File: src/rtl/mem_arbiter.sv
// Round-robin arbiter sharing one fixed-latency RAM port
// between instruction fetch and load/store data.
module mem_arbiter #(
  parameter int ADDR_W  = 32,
  parameter int DATA_W  = 32,
  parameter int RAM_LAT = 2
) (
  input  logic              clock,
  input  logic              reset,
  input  logic              i_req,
  input  logic [ADDR_W-1:0] i_addr,
  output logic [DATA_W-1:0] i_rdata,
  output logic              i_ready,
  input  logic              d_read,
  input  logic              d_write,
  input  logic [ADDR_W-1:0] d_addr,
  input  logic [DATA_W-1:0] d_wdata,
  output logic [DATA_W-1:0] d_rdata,
  output logic              d_ready,
  output logic              ram_en,
  output logic              ram_we,
  output logic [ADDR_W-1:0] ram_addr,
  output logic [DATA_W-1:0] ram_wdata,
  input  logic [DATA_W-1:0] ram_rdata,
  output logic              busy
);

  localparam int CW = $clog2(RAM_LAT + 1);

  typedef enum logic [1:0] {
    IDLE,
    ACCESS,
    DONE
  } state_t;

  state_t            r_state, w_state_n;
  logic [CW-1:0]     r_cnt, w_cnt_n;
  logic              r_last_d, w_last_d_n;
  logic              r_own_d, w_own_d_n;
  logic              r_we, w_we_n;
  logic [DATA_W-1:0] r_i_rdata, w_i_rdata_n;
  logic [DATA_W-1:0] r_d_rdata, w_d_rdata_n;
  logic              r_i_ready, w_i_ready_n;
  logic              r_d_ready, w_d_ready_n;
  logic              r_ram_en, w_ram_en_n;
  logic              r_ram_we, w_ram_we_n;
  logic [ADDR_W-1:0] r_ram_addr, w_ram_addr_n;
  logic [DATA_W-1:0] r_ram_wdata, w_ram_wdata_n;
  logic              r_busy, w_busy_n;
  logic              w_d_req, w_gnt_i, w_gnt_d;

  assign w_d_req = d_read | d_write;

  // On conflict the port that did not win last time goes first
  assign w_gnt_i = i_req & (~w_d_req | r_last_d);
  assign w_gnt_d = w_d_req & (~i_req | ~r_last_d);

  always_ff @(posedge clock or posedge reset) begin
    if (reset) begin
      r_state     <= IDLE;
      r_cnt       <= '0;
      r_last_d    <= 1'b1;
      r_own_d     <= 1'b0;
      r_we        <= 1'b0;
      r_i_rdata   <= '0;
      r_d_rdata   <= '0;
      r_i_ready   <= 1'b0;
      r_d_ready   <= 1'b0;
      r_ram_en    <= 1'b0;
      r_ram_we    <= 1'b0;
      r_ram_addr  <= '0;
      r_ram_wdata <= '0;
      r_busy      <= 1'b0;
    end else begin
      r_state     <= w_state_n;
      r_cnt       <= w_cnt_n;
      r_last_d    <= w_last_d_n;
      r_own_d     <= w_own_d_n;
      r_we        <= w_we_n;
      r_i_rdata   <= w_i_rdata_n;
      r_d_rdata   <= w_d_rdata_n;
      r_i_ready   <= w_i_ready_n;
      r_d_ready   <= w_d_ready_n;
      r_ram_en    <= w_ram_en_n;
      r_ram_we    <= w_ram_we_n;
      r_ram_addr  <= w_ram_addr_n;
      r_ram_wdata <= w_ram_wdata_n;
      r_busy      <= w_busy_n;
    end
  end

  always_comb begin
    w_state_n     = r_state;
    w_cnt_n       = r_cnt;
    w_last_d_n    = r_last_d;
    w_own_d_n     = r_own_d;
    w_we_n        = r_we;
    w_i_rdata_n   = r_i_rdata;
    w_d_rdata_n   = r_d_rdata;
    w_i_ready_n   = 1'b0;
    w_d_ready_n   = 1'b0;
    w_ram_en_n    = 1'b0;
    w_ram_we_n    = 1'b0;
    w_ram_addr_n  = r_ram_addr;
    w_ram_wdata_n = r_ram_wdata;
    w_busy_n      = r_busy;
    unique case (r_state)
      IDLE: begin
        w_busy_n = 1'b0;
        if (w_gnt_i | w_gnt_d) begin
          w_state_n    = ACCESS;
          w_cnt_n      = CW'(RAM_LAT - 1);
          w_own_d_n    = w_gnt_d;
          w_last_d_n   = w_gnt_d;
          w_we_n       = w_gnt_d & d_write;
          w_ram_addr_n = w_gnt_d ? d_addr : i_addr;
          if (w_gnt_d)
            w_ram_wdata_n = d_wdata;
          w_ram_en_n   = 1'b1;
          w_ram_we_n   = w_gnt_d & d_write;
          w_busy_n     = 1'b1;
        end
      end
      ACCESS: begin
        w_busy_n = 1'b1;
        if (r_cnt == '0) begin
          w_state_n = DONE;
          if (r_own_d) begin
            w_d_ready_n = 1'b1;
            if (!r_we)
              w_d_rdata_n = ram_rdata;
          end else begin
            w_i_ready_n = 1'b1;
            w_i_rdata_n = ram_rdata;
          end
        end else begin
          w_cnt_n    = r_cnt - CW'(1);
          w_ram_en_n = 1'b1;
          w_ram_we_n = r_we;
        end
      end
      DONE: begin
        w_state_n = IDLE;
        w_busy_n  = 1'b0;
      end
      default: begin
        w_state_n = IDLE;
        w_busy_n  = 1'b0;
      end
    endcase
  end

  assign i_rdata   = r_i_rdata;
  assign i_ready   = r_i_ready;
  assign d_rdata   = r_d_rdata;
  assign d_ready   = r_d_ready;
  assign ram_en    = r_ram_en;
  assign ram_we    = r_ram_we;
  assign ram_addr  = r_ram_addr;
  assign ram_wdata = r_ram_wdata;
  assign busy      = r_busy;

endmodule

File: config.mk
export PLATFORM = sky130hd
export DESIGN_NAME = mem_arbiter
export DESIGN_NICKNAME = d
export VERILOG_FILES = /design/src/rtl/mem_arbiter.sv
export SDC_FILE = /design/constraint.sdc
export NUM_CORES = 1
export LEC_CHECK = 0
export CORE_MARGIN = 10
export CORE_UTILIZATION = 40
export CTS_CLUSTER_SIZE = 40
export DETAILED_ROUTE_END_ITERATION = 8
export HOLD_SLACK_MARGIN = 0.08
export PLACE_DENSITY = 0.81
export SLEW_MARGIN = 20
export SYNTH_ARGS = -nofsm -noshare
export SYNTH_HDL_FRONTEND = slang
export SYNTH_SLANG_ARGS = --single-unit
File: constraint.sdc
create_clock -name clock -period 8.6 [get_ports clock]
set_input_delay 1.72 -clock clock [delete_from_list [all_inputs] [get_ports clock]]
set_output_delay 1.72 -clock clock [all_outputs]
set_load 0.02 [all_outputs]
==> results of run 1 <==
[cell type report]
type / count / area share [%]
inverter: 3 / 0.181
sequential: 140 / 39.1
timing repair buffer: 270 / 30.2
multi-input combinational: 219 / 21.8
clock buffer: 22 / 5.18
clock inverter: 9 / 1.06
tap: 180 / 2.51
[synthesized netlist by cell type, drive strengths merged]
master | n | share of area [%]
and3b | 1 | 0.16
a21oi | 2 | 0.18
or3b | 1 | 0.16
and4b | 1 | 0.18
a31o | 1 | 0.16
nor3b | 1 | 0.34
buf | 15 | 1.8
dfrtp | 139 | 62
nor2b | 2 | 0.22
clkbuf | 10 | 0.74
mux2 | 97 | 20
o21ai | 66 | 5.9
nor2 | 4 | 0.27
nand3b | 2 | 0.27
inv | 3 | 0.20
a32o | 1 | 0.18
a21o | 2 | 0.27
nand2b | 1 | 0.11
o2bb2ai | 1 | 0.16
or2 | 1 | 0.11
ha | 1 | 0.22
nand2 | 1 | 0.067
dfstp | 1 | 0.47
mux2i | 32 | 5.7
nor3 | 1 | 0.090
[metrics by stage]
| stage | cells | instance area (um2) |
|---|---|---|
| final | 843 | 8970 |
| after global routing | 843 | 8970 |
| after CTS | 842 | 8940 |
| after detailed placement | 811 | 8380 |
| after global placement | 811 | 8380 |
| after floorplan | 387 | 5580 |
[cells by family after synthesis]
logic type	Yosys count	synth area share (%)
flip-flops	140	62.8
multiplexers	129	25.3
AO/OA/AOI/OAI	73	6.87
buffers and inverters	28	2.76
AND/OR/NAND/NOR	16	1.97
adder cells (fa/ha/maj)	1	0.224
[where the power goes]
| group | switching [mW] | total (mW) | internal (mW) |
|---|---|---|---|
| sequential | 0.180 | 1.18 | 0.998 |
| clock | 0.257 | 0.694 | 0.436 |
| combinational | 0.872 | 1.79 | 0.915 |
| total | 1.31 | 3.66 | 2.35 |
[registers in the layout, indices dropped and copies added, names as in the netlist]
name and flops:
busy 1, d_rdata 32, r_last_d 1, d_ready 1
r_cnt 2, r_own_d 1, r_state 2, i_rdata 32
ram_addr 32, ram_en 1, i_ready 1, r_we 1
ram_wdata 32, ram_we 1
[worst reg2reg max path: stages (launching register included)]
cell	delay, ps
dfrtp_1	440
or2_1	640
nor3b_4	350
buf_4	430
mux2_2	410
[metal layers]
metal	routed length (um)	share of wire [%]
met3	1460	8.6
met1	6610	39
met2	8500	50
met4	318	1.9
met5	0	0
[worst min path at each step]
stage	depth (start not counted)	slack, ps	to
final	1	490	ram_wdata[7]
after global routing	1	520	ram_wdata[25]
after CTS	1	490	ram_wdata[7]
after detailed placement	1	480	ram_wdata[7]
after global placement	1	470	d_rdata[24]
after floorplan	1	460	r_own_d
==> metrics.md, run 1 <==
| Metric | Value |
|---|---|
| Result of the run | `completed` |
| Placed wire-length estimate after detailed placement | `12,900 um` |
| Max cap viols | `0` |
| Final count of pins violating max slew | `0` |
| Effective utilization at floorplan | `roughly 40%` |
| Antenna violation net count after detailed routing | `0` |
| Ant diodes | `0` |
| GR Layer Usage met3 | `7.50%` |
| Initial antenna violation count | `0` |
| First-pass GRT wire length | `around 26,000 um` |
| Hold slack | `486 ps` |
| Total Neg Setup Slack | `0 ps` |
| Number of stages on the worst setup path | `5` |
| Data required time of the critical path | `between 8000 and 9000 ps` |
| Number of global-route vias before repair | `approximately 4,700` |
| Synthesis warning total | `0` |
| Summed instance area of the synthesized netlist | `roughly 5600 um2` |
| Count of nets after finishing | `~790` |
| Count of different cell masters after synthesis | `30` |
| Start point of the critical path | `d_write` |
| Worst Min Path Start | `ram_wdata[7]` |
| Highest attainable clock frequency | `between 300 and 400 MHz` |
| CP Data Arrival Time | `3530 ps` |
| Area of the multi-input gates | `1950 um2` |
| Width of the chip | `138 um` |
| Cell count after synthesis | `387` |
| Class of the most critical setup path | `primary input to register` |
| Clock tree from TritonCTS | `built` |
| Post-synthesis sequential area ratio | `62.8%` |
| Number of clock sinks seen by CTS | `140` |
| Die Area | `19,100 um2` |
| Floorplan core area | `13,800 um2` |
| Static leakage power | `3.74 nW` |
| Global routing met1 resource utilization | `18.9%` |
| Top Family by Delay on Critical Path | `buffers and inverters` |
| Cts bufs inserted | `17` |
| Routed via count | `4,158` |
| Later-pin clock latency in the skew report | `approximately 410 ps` |
| Final routed wirelength across all metal layers | `16,900 um` |
| Critical Path End | `ram_wdata[10]` |
| Setup repair after global routing missed its margin | `false` |
| Detailed-router iteration count before antenna repair | `4` |
| Number of DRC markers in iteration 0 | `around 110` |
| Pre-CTS setup slack | `between 4000 and 5000 ps` |
| Wire length per cell after detailed routing | `around 20 um` |
| Mean area per synthesized cell | `14.4 um2` |
| Cells along the critical path | `clkdlybuf4s50_1 -> nor2_1 -> nor3b_4 -> buf_4 -> mux2_2` |
| Layout-stage area growth over the synthesis result | `60.8%` |
| # IOs | `266` |
| Count of state elements after synthesis | `140` |
| Count of filler cells inserted in the layout | `approximately 1,000` |
| Post-Route Skew | `5.37 ps` |
| Crit Reg-Reg Endpoint | `ram_wdata[10]` |
| Worst path bufs/invs | `2` |
| Worst-margin pin slew | `1080 ps` |
| VDD IR max | `between 0.00015 and 0.0002 V` |
| Global route total overflow | `0` |
| Tcrit/Tclk final | `37.7%` |
| Post CTS Setup Buffer Count | `0` |
| Pin count of the biggest net entering global routing | `73` |
| Count of port buffers added during placement | `265` |
| Worst r2r src | `r_state[0]` |
| Endpoint kind of the worst setup timing path | `register` |
| Register-to-register path setup slack | `6220 ps` |
| Final count of negative-setup-slack endpoints | `0` |
| Crit-path slowest cell | `clkdlybuf4s50_1` |
| Reg clk slew, reported paths | `50 ps` |
| All-Layer GR Usage | `17.4%` |
| Maximum fanout encountered on the critical timing path | `33` |
| FF-to-FF path depth | `4` |
| Worst path max stage delay | `between 600 and 700 ps` |
| Commonest non-fill, non-tap cell in the layout | `clkdlybuf4s50_1` |
| Fraction of layout instances using a drive strength above 1 | `20.8%` |
| Residual DRC | `0` |
| Met2 Track Usage GR | `29.3%` |
| Mapped Nets | `between 500 and 600` |
| Final period demand of the worst path | `3240 ps` |
| Tightest slew margin relative to the limit | `28.0%` |
| Register area | `3500 um2` |
| Weighted congestion reported at the end of routability-driven placement | `about 0.77` |
| DR vias/cell | `a little under 5` |
| Pwr Total | `3.66 mW` |
| Most used cells in the layout excluding fill and tap cells | `265 x clkdlybuf4s50_1, 139 x dfrtp_1, 95 x mux2_2, 64 x o21ai_0, 32 x mux2i_1` |
| Hold-fix buffer count after cts | `0` |
| Master cell of the clock root buffer | `clkbuf_16` |
| Placement Rows | `43` |
| Class of the tightest hold or removal check | `register to register` |
| Gates resized, CTS repair | `0` |
| Post-layout worst setup margin | `5360 ps` |
| Floorplan die height | `between 100 and 150 um` |
| Final design utilization | `65.1%` |
| Nature of the critical path startpoint | `primary input` |
| Busiest grt layer | `met2` |
| Clk buf depth | `2` |
| Power per unit of standard cell area | `408 nW/um2` |
| Final hold vios | `0` |
| H-tree depth | `4` |
Note: power is estimated with default switching activity, not from simulation.
==> run 2: changes to the inputs <==
Clock period 8.6 ns to 3.3 ns, I/O delays scaled along.
==> run 2 against run 1 <==
Hold slack better by 5.3 ps. Critical endpoint is now ram_wdata[4]. Cell count up 0.59%. Non-clock buffer count up 4. Combinational power rose to 2.6 times the previous value. Die area unchanged. Global-route usage up 0.050 points. Largest power group unchanged. Flip-flop and latch count unchanged. Register-to-register slack worse by 5300 ps. Sequential power rose to 2.6 times the previous value.
==> metrics.md, run 2 (same netlist as run 1, synthesis figures left out) <==
| Metric | Value |
|---|---|
| Fraction of layout instances using a drive strength above 1 | `20.5% (was 20.8%)` |
| Cts bufs inserted | `17 (unchanged)` |
| Worst path bufs/invs | `1 (was 2)` |
| Antenna violation net count after detailed routing | `0 (unchanged)` |
| Power per unit of standard cell area | `1060 nW/um2 (was 408 nW/um2)` |
| Number of DRC markers in iteration 0 | `184 (was 113)` |
| Number of global-route vias before repair | `4,702 (was 4,699)` |
| Worst-margin pin slew | `1140 ps (was 1080 ps)` |
| Worst path max stage delay | `670 ps (was 610 ps)` |
| Floorplan core area | `13,800 um2 (unchanged)` |
| Crit-path slowest cell | `or2_1 (was clkdlybuf4s50_1)` |
| Master cell of the clock root buffer | `clkbuf_16 (unchanged)` |
| Worst Min Path Start | `ram_wdata[7] (unchanged)` |
| Final hold vios | `0 (unchanged)` |
| Residual DRC | `0 (unchanged)` |
| Fin cells | `848 (was 843)` |
| Placement Rows | `43 (unchanged)` |
| Crit Reg-Reg Endpoint | `ram_wdata[4] (was ram_wdata[10])` |
| Layout-stage area growth over the synthesis result | `61.4% (was 60.8%)` |
| Pin count of the biggest net entering global routing | `141 (was 73)` |
| Ant diodes | `0 (unchanged)` |
| Final routed wirelength across all metal layers | `16,900 um (about the same)` |
| Clock tree from TritonCTS | `built (unchanged)` |
| Gates resized, CTS repair | `0 (unchanged)` |
| Final count of negative-setup-slack endpoints | `0 (unchanged)` |
| Post-Route Skew | `9.01 ps (was 5.37 ps)` |
| Post CTS Setup Buffer Count | `0 (unchanged)` |
| Start point of the critical path | `r_state[0] (was d_write)` |
| Class of the most critical setup path | `register to register (was primary input to register)` |
| Data required time of the critical path | `3590 ps (was 8890 ps)` |
| Register-to-register path setup slack | `910 ps (was 6220 ps)` |
| Final period demand of the worst path | `2390 ps` |
| Worst r2r src | `r_state[0] (unchanged)` |
| Final count of pins violating max slew | `0 (unchanged)` |
| Hold-fix buffer count after cts | `0 (unchanged)` |
| Count of port buffers added during placement | `265 (unchanged)` |
| Initial antenna violation count | `0 (unchanged)` |
| FF-to-FF path depth | `4 (unchanged)` |
| Global route total overflow | `0 (unchanged)` |
| Number of stages on the worst setup path | `4 (was 5)` |
| CP Data Arrival Time | `2680 ps (was 3530 ps)` |
| Commonest non-fill, non-tap cell in the layout | `clkdlybuf4s50_1 (unchanged)` |
| Die Area | `19,100 um2 (unchanged)` |
| First-pass GRT wire length | `26,700 um (was 26,400 um)` |
| Setup repair after global routing missed its margin | `false (unchanged)` |
| Weighted congestion reported at the end of routability-driven placement | `0.766 (was 0.773)` |
| Highest attainable clock frequency | `418 MHz` |
| Detailed-router iteration count before antenna repair | `4 (unchanged)` |
| Later-pin clock latency in the skew report | `410 ps (about the same)` |
| Placed wire-length estimate after detailed placement | `12,900 um (about the same)` |
| Critical Path End | `ram_wdata[4] (was ram_wdata[10])` |
| Nature of the critical path startpoint | `register (was primary input)` |
| Maximum fanout encountered on the critical timing path | `35 (was 33)` |
| Effective utilization at floorplan | `40.5% (unchanged)` |
| Endpoint kind of the worst setup timing path | `register (unchanged)` |
| VDD IR max | `0.000455 V (was 0.000175 V)` |
| Most used cells in the layout excluding fill and tap cells | `265 x clkdlybuf4s50_1, 139 x dfrtp_1, 95 x mux2_2, 64 x o21ai_0, 32 x mux2i_1 (unchanged)` |
| Reg clk slew, reported paths | `50 ps (about the same)` |
| Floorplan die height | `138 um (unchanged)` |
| Wire length per cell after detailed routing | `20.0 um (about the same)` |
| Result of the run | `completed (unchanged)` |
| Top Family by Delay on Critical Path | `simple AND/OR/NAND/NOR gates (was buffers and inverters)` |
| Class of the tightest hold or removal check | `register to register (unchanged)` |
| Routed via count | `4,152 (was 4,158)` |
| Count of filler cells inserted in the layout | `1,046 (was 1,048)` |
| H-tree depth | `4 (unchanged)` |
| # IOs | `266 (unchanged)` |
| Cells along the critical path | `or2_1 -> nor3b_4 -> buf_4 -> mux2_2 (was clkdlybuf4s50_1 -> nor2_1 -> nor3b_4 -> buf_4 -> mux2_2)` |
| DR vias/cell | `4.90 (was 4.93)` |
| Pwr Total | `9.51 mW (was 3.66 mW)` |
| DP Cell Count | `815 (was 811)` |
| Clk buf depth | `2 (unchanged)` |
| Max cap viols | `0 (unchanged)` |
| Count of nets after finishing | `789 (was 785)` |
| Number of clock sinks seen by CTS | `140 (unchanged)` |
| All-Layer GR Usage | `17.4% (about the same)` |
| Tcrit/Tclk final | `roughly 72%` |
| Tightest slew margin relative to the limit | `24.3% (was 28.0%)` |
| Static leakage power | `3.74 nW (about the same)` |
| Width of the chip | `138 um (unchanged)` |
| Total Neg Setup Slack | `0 ps (unchanged)` |
==> run 2: cell type report <==
class	count	area (um2)	area share (%)
clock buffers	29	510	5.67
flip-flops and latches	140	3500	38.9
well taps	180	225	2.50
repair buffers	274	2750	30.6
multi-input cells	219	1950	21.7
clock inverters	3	40.0	0.445
inverters	3	15.0	0.167
==> run 2: where the power goes <==
group / switching, mW / internal, mW
Combinational: 2.27 / 2.40
Clock: 0.652 / 1.12
Sequential: 0.467 / 2.60
Total: 3.39 / 6.12
==> run 2: worst min-delay path by stage <==
stage,cells past startpoint,endpoint
after global routing,1,ram_wdata[7]
after detailed placement,1,ram_wdata[7]
after CTS,1,ram_wdata[7]
after global placement,1,ram_wdata[7]
after floorplan,1,r_own_d
final,1,ram_wdata[7]
==> run 2: routing by layer <==
layer  global-route usage [%]  share of wire [%]  vias up
met1                     18.9                 39     2054
met4                     6.38                1.4        0
met2                     29.6                 51      172
li1                         -                  -     1914
met5                        0                  0        -
met3                     7.43                8.5       12
==> run 2: stage by stage <==
| stage | hold WS (ps) | area (um2) | setup WS (ps) | util, % |
|---|---|---|---|---|
| after global routing | 504 | 9000 | 787 | 65.3 |
| final | 491 | 9000 | 910 | 65.3 |
| after global placement | 475 | 8420 | 638 | 61.1 |
| after floorplan | 465 | 5580 | 892 | - |
| after detailed placement | 478 | 8420 | 561 | 61.1 |
| after CTS | 494 | 8970 | 925 | 65.1 |
==> run 3: changes to the inputs <==
Clock period 3.3 ns to 2.3 ns, I/O delays scaled along.
==> run 3 against run 2 <==
Non-clock buffer count rose by 2. Count of clock-buffer cells in the layout down 9. Sequential share of layout area is 0.35 points lower. Total power is 46% higher. Cell count grew 0.24%. Sequential power is 44% higher. First-iteration DRC count fell by 5.4%. Via count increased by 0.14%. Critical path type is now register to primary output. Largest cell class unchanged.
==> metrics.md, run 3 (same netlist as run 1, synthesis figures left out) <==
| Metric | Value |
|---|---|
| Number of clock sinks seen by CTS | `140 (unchanged)` |
| Class of the most critical setup path | `register to primary output (was register to register)` |
| Total Neg Setup Slack | `0 ps (unchanged)` |
| Die Area | `19,100 um2 (unchanged)` |
| H-tree depth | `4 (unchanged)` |
| Hold-fix buffer count after cts | `0 (unchanged)` |
| Tcrit/Tclk final | `82.1%` |
| Final count of negative-setup-slack endpoints | `0 (unchanged)` |
| Gates resized, CTS repair | `0 (unchanged)` |
| Worst r2r src | `r_cnt[0] (was r_state[0])` |
| Worst-margin pin slew | `389 ps (was 1140 ps)` |
| # IOs | `266 (unchanged)` |
| Layout-stage area growth over the synthesis result | `62.8% (was 61.4%)` |
| Initial antenna violation count | `0 (unchanged)` |
| Placed wire-length estimate after detailed placement | `13,200 um (was 12,900 um)` |
| Final routed wirelength across all metal layers | `17,000 um (was 16,900 um)` |
| Maximum fanout encountered on the critical timing path | `2 (was 35)` |
| Clk buf depth | `2 (unchanged)` |
| Power per unit of standard cell area | `1530 nW/um2 (was 1060 nW/um2)` |
| Start point of the critical path | `ram_addr[29] (was r_state[0])` |
| Width of the chip | `138 um (unchanged)` |
| Class of the tightest hold or removal check | `register to register (unchanged)` |
| Fraction of layout instances using a drive strength above 1 | `21.9% (was 20.5%)` |
| Floorplan core area | `13,800 um2 (unchanged)` |
| Final design utilization | `65.9% (was 65.3%)` |
| Count of nets after finishing | `791 (was 789)` |
| Static leakage power | `3.78 nW (was 3.74 nW)` |
| Cts bufs inserted | `17 (unchanged)` |
| Internal power of the cells | `8.91 mW (was 6.12 mW)` |
| Global route total overflow | `0 (unchanged)` |
| Commonest non-fill, non-tap cell in the layout | `clkdlybuf4s50_1 (unchanged)` |
| Final count of pins violating max slew | `0 (unchanged)` |
| Count of port buffers added during placement | `265 (unchanged)` |
| Master cell of the clock root buffer | `clkbuf_16 (unchanged)` |
| Number of global-route vias before repair | `4,705 (was 4,702)` |
| Switching fraction of total power | `35.8% (was 35.7%)` |
| Antenna violation net count after detailed routing | `0 (unchanged)` |
| P_sw | `4.97 mW (was 3.39 mW)` |
| Register area | `3500 um2 (unchanged)` |
| Cells along the critical path | `clkdlybuf4s50_1 (was or2_1 -> nor3b_4 -> buf_4 -> mux2_2)` |
| Weighted congestion reported at the end of routability-driven placement | `0.776 (was 0.766)` |
| Area of the multi-input gates | `1950 um2 (unchanged)` |
| Post CTS Setup Buffer Count | `0 (unchanged)` |
| Reg clk slew, reported paths | `60 ps (was 50 ps)` |
| Post-layout worst setup margin | `412 ps (was 910 ps)` |
| VDD IR max | `0.000603 V (was 0.000455 V)` |
| Worst Min Path Start | `ram_wdata[7] (unchanged)` |
| Highest attainable clock frequency | `530 MHz` |
| Detailed-router iteration count before antenna repair | `4 (unchanged)` |
| Nature of the critical path startpoint | `register (unchanged)` |
| Residual DRC | `0 (unchanged)` |
| First-pass GRT wire length | `26,800 um (was 26,700 um)` |
| Placement Rows | `43 (unchanged)` |
| Most used cells in the layout excluding fill and tap cells | `265 x clkdlybuf4s50_1, 139 x dfrtp_1, 95 x mux2_2, 64 x o21ai_0, 32 x mux2i_1 (unchanged)` |
| Clock tree from TritonCTS | `built (unchanged)` |
| Top Family by Delay on Critical Path | `buffers and inverters (was simple AND/OR/NAND/NOR gates)` |
| All-Layer GR Usage | `17.6% (was 17.4%)` |
| Later-pin clock latency in the skew report | `410 ps (about the same)` |
| Floorplan die height | `138 um (unchanged)` |
| Result of the run | `completed (unchanged)` |
| Worst path bufs/invs | `1 (unchanged)` |
| Relative contribution of sequential cells to total power | `31.9% (was 32.2%)` |
| Worst path max stage delay | `660 ps (was 670 ps)` |
| Crit-path slowest cell | `clkdlybuf4s50_1 (was or2_1)` |
| Combinational Power Share | `48.8% (was 49.2%)` |
| Pre-CTS setup slack | `75.4 ps (was 561 ps)` |
| Count of filler cells inserted in the layout | `1,075 (was 1,046)` |
| Effective utilization at floorplan | `40.5% (unchanged)` |
| Number of DRC markers in iteration 0 | `174 (was 184)` |
| Max cap viols | `0 (unchanged)` |
| Ant diodes | `0 (unchanged)` |
| Final hold vios | `0 (unchanged)` |
| Routed via count | `4,158 (was 4,152)` |
| DR vias/cell | `4.89 (was 4.90)` |
| Post-Route Skew | `10.4 ps (was 9.01 ps)` |
| Final period demand of the worst path | `about 1900 ps` |
| Data required time of the critical path | `1840 ps (was 3590 ps)` |
| Wire length per cell after detailed routing | `20.0 um (about the same)` |
| Share of total power in the clock network | `19.3% (was 18.6%)` |
| Tightest slew margin relative to the limit | `74.1% (was 24.3%)` |
| Setup repair after global routing missed its margin | `false (unchanged)` |
| Pin count of the biggest net entering global routing | `73 (was 141)` |
| CP Data Arrival Time | `1430 ps (was 2680 ps)` |
| Endpoint kind of the worst setup timing path | `primary output (was register)` |
run 3: cell types whose count changed in the layout (fill, tap and decap cells not counted), sizes merged:
cell and delta:
clkbuf -9, clkinv +4, clkinvlp +4, buf +2, bufinv +1
run 3: final timing paths:
path	end	slack (ps)	depth (start not counted)
max	ram_addr[29]	410	1
min	ram_wdata[7]	500	1
max reg2reg	d_rdata[21]	450	6
min reg2reg	ram_wdata[7]	500	1
max in group asynchronous	r_last_d	1410	3
min in group asynchronous	ram_wdata[15]	560	3
run 3: area by class of cell:
type	count	share of cell area (%)
flip-flops and latches	140	38.6
inverters	3	0.165
repair buffers	276	30.8
multi-input cells	219	21.5
well taps	180	2.48
clock buffers	20	5.14
clock inverters	12	1.32
run 3: per-stage QoR:
step / cells / total power, mW / hold slack, ps / cell area (um2)
3_3_place_gp: 818 / 11.1 / 471 / 8490
5_1_grt: 850 / 14.6 / 519 / 9080
6_report: 850 / 13.9 / 505 / 9080
2_1_floorplan: 387 / 7.89 / 465 / 5580
4_1_cts: 850 / 14.1 / 505 / 9080
3_5_place_dp: 818 / 11.3 / 491 / 8490
run 3: layer usage:
layer	part of all wire [%]	global-route usage, %	routed length, um
met1	36	18.2	6180
met3	9.3	8.29	1570
met5	0	0	0
met2	53	30.9	9050
met4	1.2	5.55	198
run 3: power groups by stage:
stage	combinational [mW]	clock, mW	sequential (mW)
final	6.77	2.68	4.42
after CTS	6.89	2.74	4.44
after global routing	7.19	2.84	4.58
after detailed placement	6.86	0	4.47
after floorplan	2.10	0	5.79
after global placement	6.69	0	4.38
